`src/rtl/decoder_scan_ctrl_if.sv`:
```
// Control/status bundle between a sweep requester and decoder_scan_ctrl.
// The requester drives start/abort/cont/dwell. The controller drives the
// decoder code (enc/en_n) and reports sweep status back.
interface decoder_scan_ctrl_if #(
    parameter int N = 3
);
    logic         start;
    logic         abort;
    logic         cont;
    logic [7:0]   dwell;
    logic [N-1:0] enc;
    logic         en_n;
    logic         busy;
    logic         done;
    logic [7:0]   pass_cnt;

    modport master (
        output start, abort, cont, dwell,
        input  enc, en_n, busy, done, pass_cnt
    );

    modport slave (
        input  start, abort, cont, dwell,
        output enc, en_n, busy, done, pass_cnt
    );
endinterface

```
`src/rtl/decoder_scan_ctrl.sv`:
```
// Sweeps a binary code across an N-to-2^N decoder. Each code is enabled for
// max(dwell,1) cycles. Between codes there is a one-cycle blank with en_n high,
// so the decoder output never glitches between two one-hot values.
module decoder_scan_ctrl #(
    parameter int N = 3,
    parameter int M = 2**N
) (
    input  logic                clk,
    input  logic                rst_n,
    decoder_scan_ctrl_if.slave  bus
);
    typedef enum logic [1:0] {IDLE, ACTIVE, BLANK} state_t;

    localparam logic [N-1:0] LAST_CODE = N'(M - 1);

    state_t       state_q, state_d;
    logic [N-1:0] enc_q, enc_d;
    logic         en_n_q, en_n_d;
    logic         busy_q, busy_d;
    logic         done_q, done_d;
    logic [7:0]   pass_q, pass_d;
    logic [7:0]   cnt_q, cnt_d;
    logic [7:0]   reload_q, reload_d;   // max(dwell,1)-1, captured at start
    logic         cont_q, cont_d;

    logic [7:0]   dwell_ld;
    logic [7:0]   pass_sat;

    // A dwell of 0 behaves like 1, so the reload value never underflows.
    assign dwell_ld = (bus.dwell == 8'd0) ? 8'd0 : bus.dwell - 8'd1;
    assign pass_sat = (pass_q == 8'hFF) ? pass_q : pass_q + 8'd1;

    // Next-state and registered-output decode. Code changes happen only
    // while en_n is being driven high (BLANK or IDLE entry).
    always_comb begin
        state_d  = state_q;
        enc_d    = enc_q;
        en_n_d   = en_n_q;
        busy_d   = busy_q;
        done_d   = 1'b0;
        pass_d   = pass_q;
        cnt_d    = cnt_q;
        reload_d = reload_q;
        cont_d   = cont_q;
        case (state_q)
            IDLE: begin
                if (bus.start && !bus.abort) begin
                    state_d  = ACTIVE;
                    enc_d    = '0;
                    en_n_d   = 1'b0;
                    busy_d   = 1'b1;
                    cont_d   = bus.cont;
                    reload_d = dwell_ld;
                    cnt_d    = dwell_ld;
                end
            end
            ACTIVE: begin
                if (bus.abort) begin
                    state_d = IDLE;
                    enc_d   = '0;
                    en_n_d  = 1'b1;
                    busy_d  = 1'b0;
                    cnt_d   = 8'd0;
                end else if (cnt_q != 8'd0) begin
                    cnt_d = cnt_q - 8'd1;
                end else if (enc_q != LAST_CODE) begin
                    state_d = BLANK;
                    en_n_d  = 1'b1;
                    enc_d   = enc_q + 1'b1;
                end else if (!cont_q) begin
                    state_d = IDLE;
                    enc_d   = '0;
                    en_n_d  = 1'b1;
                    busy_d  = 1'b0;
                    done_d  = 1'b1;
                    pass_d  = pass_sat;
                end else begin
                    state_d = BLANK;
                    en_n_d  = 1'b1;
                    enc_d   = '0;
                    pass_d  = pass_sat;
                end
            end
            BLANK: begin
                if (bus.abort) begin
                    state_d = IDLE;
                    enc_d   = '0;
                    en_n_d  = 1'b1;
                    busy_d  = 1'b0;
                    cnt_d   = 8'd0;
                end else begin
                    state_d = ACTIVE;
                    en_n_d  = 1'b0;
                    cnt_d   = reload_q;
                end
            end
            default: begin
                state_d = IDLE;
                enc_d   = '0;
                en_n_d  = 1'b1;
                busy_d  = 1'b0;
                cnt_d   = 8'd0;
            end
        endcase
    end

    // State and output registers; reset forces the idle/quiet condition at once.
    always_ff @(posedge clk or negedge rst_n) begin
        if (!rst_n) begin
            state_q  <= IDLE;
            enc_q    <= '0;
            en_n_q   <= 1'b1;
            busy_q   <= 1'b0;
            done_q   <= 1'b0;
            pass_q   <= 8'd0;
            cnt_q    <= 8'd0;
            reload_q <= 8'd0;
            cont_q   <= 1'b0;
        end else begin
            state_q  <= state_d;
            enc_q    <= enc_d;
            en_n_q   <= en_n_d;
            busy_q   <= busy_d;
            done_q   <= done_d;
            pass_q   <= pass_d;
            cnt_q    <= cnt_d;
            reload_q <= reload_d;
            cont_q   <= cont_d;
        end
    end

    assign bus.enc      = enc_q;
    assign bus.en_n     = en_n_q;
    assign bus.busy     = busy_q;
    assign bus.done     = done_q;
    assign bus.pass_cnt = pass_q;
endmodule

```
`src/flat_wrapper.sv`:
```
// flat-port wrapper written by rule: the top's interface ports become plain ports
module decoder_scan_ctrl_flat 
#(
    parameter int N = 3,
    parameter int M = 2**N
)
  (clk, rst_n, bus_start, bus_abort, bus_cont, bus_dwell, bus_enc, bus_en_n, bus_busy, bus_done, bus_pass_cnt);
  decoder_scan_ctrl_if #(.N(N)) bus_i ();
  input  logic clk;
  input  logic rst_n;
  input wire logic [$bits(bus_i.start)-1:0] bus_start;
  input wire logic [$bits(bus_i.abort)-1:0] bus_abort;
  input wire logic [$bits(bus_i.cont)-1:0] bus_cont;
  input wire logic [$bits(bus_i.dwell)-1:0] bus_dwell;
  output wire logic [$bits(bus_i.enc)-1:0] bus_enc;
  output wire logic [$bits(bus_i.en_n)-1:0] bus_en_n;
  output wire logic [$bits(bus_i.busy)-1:0] bus_busy;
  output wire logic [$bits(bus_i.done)-1:0] bus_done;
  output wire logic [$bits(bus_i.pass_cnt)-1:0] bus_pass_cnt;
  assign bus_i.start = bus_start;
  assign bus_i.abort = bus_abort;
  assign bus_i.cont = bus_cont;
  assign bus_i.dwell = bus_dwell;
  assign bus_enc = bus_i.enc;
  assign bus_en_n = bus_i.en_n;
  assign bus_busy = bus_i.busy;
  assign bus_done = bus_i.done;
  assign bus_pass_cnt = bus_i.pass_cnt;
  decoder_scan_ctrl #(.N(N), .M(M)) u_core (.clk(clk), .rst_n(rst_n), .bus(bus_i));
endmodule
```
`config.mk`:
```
export PLATFORM = sky130hd
export DESIGN_NAME = decoder_scan_ctrl_flat
export DESIGN_NICKNAME = d
export VERILOG_FILES = /design/src/rtl/decoder_scan_ctrl_if.sv /design/src/rtl/decoder_scan_ctrl.sv /design/src/flat_wrapper.sv
export SDC_FILE = /design/constraint.sdc
export NUM_CORES = 1
export LEC_CHECK = 0
export ABC_AREA = 1
export CAP_MARGIN = 10
export CORE_MARGIN = 2
export CORE_UTILIZATION = 50
export CTS_CLUSTER_SIZE = 20
export DETAILED_ROUTE_END_ITERATION = 7
export HOLD_SLACK_MARGIN = 0.15
export PLACE_DENSITY = 0.8
export SYNTH_ARGS = -nofsm -noshare
export SYNTH_HDL_FRONTEND = slang
export SYNTH_SLANG_ARGS = --single-unit
```
`constraint.sdc`:
```
create_clock -name clk -period 1.8 [get_ports clk]
set_input_delay 0.45 -clock clk [delete_from_list [all_inputs] [get_ports clk]]
set_output_delay 0.45 -clock clk [all_outputs]
set_load 0.01 [all_outputs]
```
; Yosys cells after proc, flatten, opt, wreduce, memory -nomap -nowiden
; Index checks and enable logic that the tools add are counted.
[word_totals]
ff_bits = 33
output_inout_bits = 14
wordCells = 74
[op_classes]
add_sub_neg = 4
eq_ne = 10
mux = 36
bitwise = 4
reduce_logical = 11
[ops]
columns = cell, n
row1 = $mux 8, 5
row2 = $pmux 8 s3, 1
row3 = $mux 1, 16
row4 = $sub 8x1->8 const B, 2
row5 = $mux 3, 5
row6 = $ne 3x3->1 const B, 4
row7 = $mux 2, 5
row8 = $reduce_and 5->1, 2
row9 = $pmux 3 s3, 1
row10 = $add 8x1->8 const B, 1
row11 = $eq 8x8->1 const B, 1
row12 = $logic_not 8->1, 1
row13 = $reduce_bool 8->1, 1
row14 = $pmux 1 s3, 2
row15 = $pmux 2 s3, 1
row16 = $reduce_and 2->1, 3
row17 = $not 1->1, 4
row18 = $add 3x1->3 const B, 1
row19 = $ne 3x2->1 const B, 1
row20 = $reduce_and 3->1, 1
row21 = $eq 2x1->1 const B, 1
row22 = $eq 2x2->1 const B, 1
row23 = $logic_not 2->1, 1
row24 = $ne 2x1->1 const B, 1
row25 = 3 further kinds, 3

; Longest topological paths before layout
; Gate-level depths: netlist of run 1.
[depth]
word_depth = 5
mapped_depth = 10

; Least setup slack after synthesis of run 1
; OpenSTA, ideal clock, no wires.
[synth_timing]
path_type = reg2reg
startpoint = register u_core.cnt_q[0]
endpoint = register u_core.enc_q[0], in the netlist u_core.bus.enc[0]
t_arrival_ps = 1395
required_time_ps = 1683
slack_ps = 288
stages_incl_launch_ff = 10
path_buffers = 0
synth_period_minus_slack_ps = 1512
cell_sequence = dfrtp_1 inv_1 ha_1 nand3_1 nor2_8 nor2_4 nor2_4 nand2_4 nand2_2 o21ai_2
[synth_between]
elab_chain_cells = 3
[synth_lines]
columns = element, line
row1 = "start, declared", decoder_scan_ctrl.sv:22  ; logic [7:0] cnt_q, cnt_d;
row2 = "start signal, assigned", decoder_scan_ctrl.sv:126  ; cnt_q <= cnt_d;
row3 = $reduce_bool 8->1, decoder_scan_ctrl.sv:64  ; end else if (cnt_q != 8'd0) begin
row4 = $ne 3x3->1 (no line), n/a
row5 = $reduce_and 3->1 (no line), n/a
row6 = "end signal, assigned", decoder_scan_ctrl.sv:121  ; enc_q <= enc_d;
row7 = "end, declared", decoder_scan_ctrl.sv:17  ; logic [N-1:0] enc_q, enc_d;
; No other way between the ends.
; A chain may end at the register's enable or synchronous reset.

; Worst setup path after layout of run 1
[layout_timing]
startpoint = register u_core.pass_q[5], in the netlist u_core.bus.pass_cnt[5]
endpoint = output port bus_pass_cnt[5]
[layout_lines]
columns = element, line
row1 = "start, declared", decoder_scan_ctrl.sv:21  ; logic [7:0] pass_q, pass_d;
row2 = "start signal, assigned", decoder_scan_ctrl.sv:125  ; pass_q <= pass_d;
row3 = "end, declared", flat_wrapper.sv:19  ; output wire logic [$bits(bus_i.pass_cnt)-1:0] bus_pass_cnt;
; No word-level cell between the ends.

==> results_dict.tcl, run 1 <==
set metrics [dict create \
    status "completed" \
    r2r_end "u_core.bus.enc[0]$_DFFE_PN0P_" \
    synthAdderAreaFrac_pct 4.098 \
    finalNonFillerCells 376 \
    yosysWarnings 0 \
    vias 1895 \
    drc_errors 0 \
    first_global_vias 1841 \
    r2r_slack_ns 0.17 \
    die_y_um 69.38 \
    r2r_start "u_core.cnt_q[1]$_DFFE_PN0P_" \
    clockBufferDepth 2 \
    crit_chain "clkdlybuf4s50_1" \
    routed_wl_mm 4.683 \
    use_met3_pct 5.378 \
    drv_cap 0 \
    post-route-period-util_pct 97.63 \
    worst_path_max_delay_cell "clkdlybuf4s50_1" \
    maxSlewHeadroom_pct 79.70 \
    clkSinkCount 33 \
    cts_made_buffers 5 \
    syn-instance-count 275 \
    required_ns 1.35 \
    synth_top_family_by_area "simple AND/OR/NAND/NOR gates" \
    crit_path_start "u_core.bus.pass_cnt[5]$_DFFE_PN0P_" \
    power.internal_uw 2037 \
    fmax_mhz 569.0 \
    yosys.area_share.simple_pct 36.30 \
    dpl.hpwl_mm 3.679 \
    reg2regPathDepth 9 \
    cp_max_fo 5 \
    final_nets 345 \
    fp.coreArea_um2 4058 \
    drt_iter0_drc 86 \
    n_antenna_cell 0 \
    ys_seq_area_share_pct 38.70 \
    finalHoldViolations 0 \
    power_uw 3472 \
    final_cell_mix "nand2_1, dfrtp_1, clkdlybuf4s50_1, inv_1, nand3_1" \
    p_sw_uw 1434 \
    hold_buffers 0 \
    grt_antenna_before_repair 0 \
    overflow 0 \
    grt_pass1_wl_mm 8.224 \
    post-route-min-period_ns 1.757 \
    root_buffer "clkbuf_8" \
    syn_area_um2 2137 \
    min_path_type "reg -> reg" \
    grt_max_degree 34 \
    grt_util_met2_pct 33.76 \
    tightest_slew_ns 0.3036 \
    fin_worst_skew_ns 0.005725 \
    synthToLayoutAreaGrowth_pct 28.51 \
    grt_use_met1_pct 27.59 \
    cts_tree "built" \
    cp_top_family "buffers and inverters" \
    dieArea_um2 4813 \
    gp_congestion 0.8457 \
    critPathCaptureType "output pin" \
    power_leakage_uw 0.001357 \
    viasPerCell 5.040 \
    synthDistinctLibCells 31 \
    final_layout_size_suffix_gt1_share_pct 22.39 \
    avgRoutedWirePerCell_um 12.45 \
    cp_num_cells 1 \
    peakVddDrop_uv 868.5 \
    setup.worst_path.start_class "flip-flop" \
    crit_type "reg -> out" \
    pin_count 27 \
    dp_cells 367 \
    dieWidth_um 69.38 \
    n_fill_cell 324 \
    start_util_pct 52.67 \
    power.share.combinational_pct 44.5 \
    power.density_nw_per_um2 1264 \
    synth_seq_cells 33 \
    p_sw_share_pct 41.32 \
    ant_nets 0 \
    crit_arrival_ns 1.31 \
    finalMaxSlewViolations 0 \
    grt_busiest_layer "met2" \
    p_seq_share_pct 34.2 \
    clock_latency_ns 0.29 \
    portBuffers 26 \
    avgSynthCellArea_um2 7.771 \
    muxShareOfSynthArea_pct 0 \
    setup_viol 0 \
    synth_fp_nets 295 \
    num_rows 23 \
    rsz0062_at_grt "no" \
    path_clk_slew_ns 0.07 \
    final_common_cell "nand2_1" \
    cp-endpoint "bus_pass_cnt[5]" \
    first_pass_iters 4 \
    clkPwrFrac_pct 21.3 \
    synth_xor_area_share_pct 3.279 \
    path_buf_inv 1 \
    cpPeakStageDelay_ns 0.57 \
    synth_compound_area_share_pct 10.42 \
    cts_max_level 2 \
    gr-usage-all-layers_pct 21.21 \
]
## logic make-up after synthesis
family	after synthesis
xor+xnor	8
fa+ha+maj	7
simple gates	156
buf+inv	37
flops	33
compound gates	34
## power groups by stage
stage,combinational [µW],sequential [µW],clock [µW]
5_1_grt,1750,1210,781
3_5_place_dp,1540,1190,0
6_report,1550,1190,739
4_1_cts,1550,1180,751
2_1_floorplan,1100,1160,0
3_3_place_gp,1490,1180,0
## how the worst min path moves through the flow
stage | from | endpoint | slack [ns] | cells past startpoint
6_report | u_core.reload_q[7]$_DFFE_PN0P_ | u_core.reload_q[7]$_DFFE_PN0P_ | 0.49 | 2
5_1_grt | u_core.reload_q[0]$_DFFE_PN0P_ | u_core.reload_q[0]$_DFFE_PN0P_ | 0.52 | 2
4_1_cts | u_core.reload_q[0]$_DFFE_PN0P_ | u_core.reload_q[0]$_DFFE_PN0P_ | 0.49 | 2
3_5_place_dp | u_core.reload_q[0]$_DFFE_PN0P_ | u_core.reload_q[0]$_DFFE_PN0P_ | 0.47 | 2
3_3_place_gp | u_core.cont_q$_DFFE_PN0P_ | u_core.cont_q$_DFFE_PN0P_ | 0.46 | 2
2_1_floorplan | rst_n | u_core.bus.busy$_DFFE_PN0P_ | 0.15 | 0
## per-stage QoR
| stage | utilization (%) | hold WS [ns] | setup WS [ns] | area [µm²] | TNS (ns) |
|---|---|---|---|---|---|
| 2_1_floorplan | - | 0.1544 | 0.2877 | 2137 | 0 |
| 3_3_place_gp | 64.54 | 0.4632 | -0.06666 | 2619 | -0.7126 |
| 3_5_place_dp | 64.54 | 0.4748 | -0.1602 | 2619 | -1.694 |
| 4_1_cts | 67.47 | 0.4917 | 0.03096 | 2738 | 0 |
| 5_1_grt | 67.68 | 0.5213 | 0.01364 | 2746 | 0 |
| 6_report | 67.68 | 0.4942 | 0.04262 | 2746 | 0 |
## layer usage
layer / vias to the layer above / part of all wire, %
met2: 43 / 48
met3: 7 / 4.8
met1: 867 / 45
met4: 0 / 1.5
met5: - / 0
li1: 978 / -
## sequential cells by signal (all words and copies together), names as in the netlist
name                 count
u_core.bus.busy          1
u_core.bus.done          1
u_core.state_q           2
u_core.cont_q            1
u_core.bus.pass_cnt      8
u_core.bus.enc           3
u_core.bus.en_n          1
u_core.cnt_q             8
u_core.reload_q          8
## layout make-up
class | instances | area (µm²) | share of cell area, %
tap | 50 | 62.56 | 2.278
timing repair buffer | 46 | 446.7 | 16.26
multi-input combinational | 205 | 1156 | 42.10
inverter | 34 | 132.6 | 4.829
clock inverter | 2 | 37.54 | 1.367
sequential | 33 | 828.3 | 30.16
clock buffer | 6 | 82.58 | 3.007
## cell usage after synthesis (all sizes together)
cell	count	area share (%)
buf	3	1.0
ha	7	4.1
nand4	7	2.8
a21oi	3	1.2
or2	1	0.29
xnor2	6	2.5
xor2	2	0.82
inv	34	6.2
nand3	25	6.6
a22oi	1	0.35
nor2	29	7.8
nor3	1	0.76
o21ai	28	8.1
nand2	93	18
dfrtp	32	37
o21bai	1	0.35
o21a	1	0.35
dfstp	1	1.2
## timing repair
action / 4_1_cts / 5_1_grt
endpoints found under the setup margin: 1 / 5
gates resized for setup: 1 / 2
endpoints found under the hold margin: 0 / 0
setup buffers: 0 / 1
pin swaps: 0 / 1
Note: power is estimated with default switching activity, not from simulation.
==> inputs of run 2 (changes only) <==
- clock period: 1.8 -> 2.12 ns (I/O delays scaled with it)
==> run 2 against run 1 <==
Against the previous run: sequential share of layout area increased by 2.1 points; largest power group unchanged; core utilization decreased by 4.4 points; register-to-register slack improved by 0.27 ns; final cell count decreased by 4.0%; clock power decreased by 33%; largest cell class unchanged; global-route usage decreased by 0.10 points; count of clock-buffer cells in the layout increased by 2; sequential cell count unchanged.
==> results_dict.tcl, run 2 (synthesis results as in run 1) <==
set metrics [dict create \
    status "completed" \
    path_clk_slew_ns 0.07 \
    final_layout_size_suffix_gt1_share_pct 17.36 \
    finalHoldViolations 0 \
    rsz0062_at_grt "no" \
    post_cts_resized 0 \
    pin_count 27 \
    min_path_type "reg -> reg" \
    post-route-cell-area_um2 2566 \
    cts_tree "built" \
    dpl.hpwl_mm 3.476 \
    drc_errors 0 \
    grt_antenna_before_repair 0 \
    required_ns 1.59 \
    tightest_slew_ns 0.4211 \
    fmax_mhz 533.0 \
    peakVddDrop_uv 787.2 \
    fp.coreArea_um2 4058 \
    dp_cells 353 \
    clkSinkCount 33 \
    ant_nets 0 \
    start_util_pct 52.67 \
    post-route-min-period_ns 1.876 \
    final_common_cell "nand2_1" \
    power.density_nw_per_um2 1065 \
    die_y_um 69.38 \
    hold_buffers 0 \
    root_buffer "clkbuf_8" \
    clockBufferDepth 2 \
    seq_area_um2 827.0 \
    overflow 0 \
    finalNonFillerCells 361 \
    viasPerCell 5.216 \
    setup.worst_path.start_class "flip-flop" \
    grt_pass1_wl_mm 8.252 \
    clock_latency_ns 0.29 \
    cts_made_buffers 5 \
    cts_max_level 2 \
    cpPeakStageDelay_ns 0.58 \
    first_pass_iters 4 \
    n_antenna_cell 0 \
    gp_congestion 0.7971 \
    placed_cell_area_um2 2476 \
    routed_wl_mm 4.546 \
    dieWidth_um 69.38 \
    avgRoutedWirePerCell_um 12.59 \
    drt_iter0_drc 107 \
    setup_tns_ns 0 \
    vias 1883 \
    power_leakage_uw 0.001261 \
    post-route-period-util_pct 88.50 \
    num_rows 23 \
    gr-usage-all-layers_pct 21.11 \
    crit_arrival_ns 1.35 \
    portBuffers 26 \
    multi_input_area_um2 1156 \
    hold_slack_ns 0.4879 \
    final_nets 330 \
    crit_type "reg -> out" \
    cp_max_fo 7 \
    first_global_vias 1881 \
    drv_cap 0 \
    cp_top_family "buffers and inverters" \
    finalMaxSlewViolations 0 \
    crit_chain "clkdlybuf4s50_1" \
    maxSlewHeadroom_pct 71.93 \
    cts_setup_buffers 0 \
    fin_worst_skew_ns 0.006089 \
    synthToLayoutAreaGrowth_pct 20.08 \
    final_cell_mix "nand2_1, dfrtp_1, clkdlybuf4s50_1, inv_1, nand3_1" \
    n_fill_cell 363 \
    worst_path_max_delay_cell "clkdlybuf4s50_1" \
    path_buf_inv 1 \
    setup_viol 0 \
    dieArea_um2 4813 \
    critPathCaptureType "output pin" \
    grt_max_degree 34 \
    power_uw 2733 \
]
## run 2: worst paths after layout
kind	slack, ns	cells after the start	end	start
min in group asynchronous	0.63	2	u_core.bus.pass_cnt[4]$_DFFE_PN0P_	rst_n
setup / recovery	0.24	1	bus_pass_cnt[2]	u_core.bus.pass_cnt[2]$_DFFE_PN0P_
hold reg to reg	0.49	2	u_core.reload_q[6]$_DFFE_PN0P_	u_core.reload_q[6]$_DFFE_PN0P_
max in group asynchronous	1.14	2	u_core.bus.en_n$_DFFE_PN1P_	rst_n
hold / removal	0.49	2	u_core.reload_q[6]$_DFFE_PN0P_	u_core.reload_q[6]$_DFFE_PN0P_
setup reg to reg	0.44	9	u_core.bus.enc[1]$_DFFE_PN0P_	u_core.cnt_q[0]$_DFFE_PN0P_
## run 2: final cells by class
type	instances	area share [%]
Sequential cell	33	32.23
Multi-Input combinational cell	205	45.05
Tap cell	50	2.438
Timing Repair Buffer	31	11.60
Clock buffer	8	3.510
Inverter	34	5.168
## run 2: per-stage QoR
stage | worst slack, ns | util [%]
4_1_cts | 0.2344 | 63.24
3_5_place_dp | 0.1034 | 61.02
2_1_floorplan | 0.6077 | -
3_3_place_gp | 0.1407 | 61.02
5_1_grt | 0.1700 | 63.24
6_report | 0.2437 | 63.24
## run 2: power by group
group          switching [µW]  internal (µW)
Clock                     227            265
Sequential                167            833
Combinational             781            460
## run 2: routing by layer
layer / part of all wire, % / GRT usage [%]
met5: 0 / 0
met4: 2.6 / 8.715
met3: 4.0 / 4.942
met2: 47 / 33.97
met1: 46 / 27.33
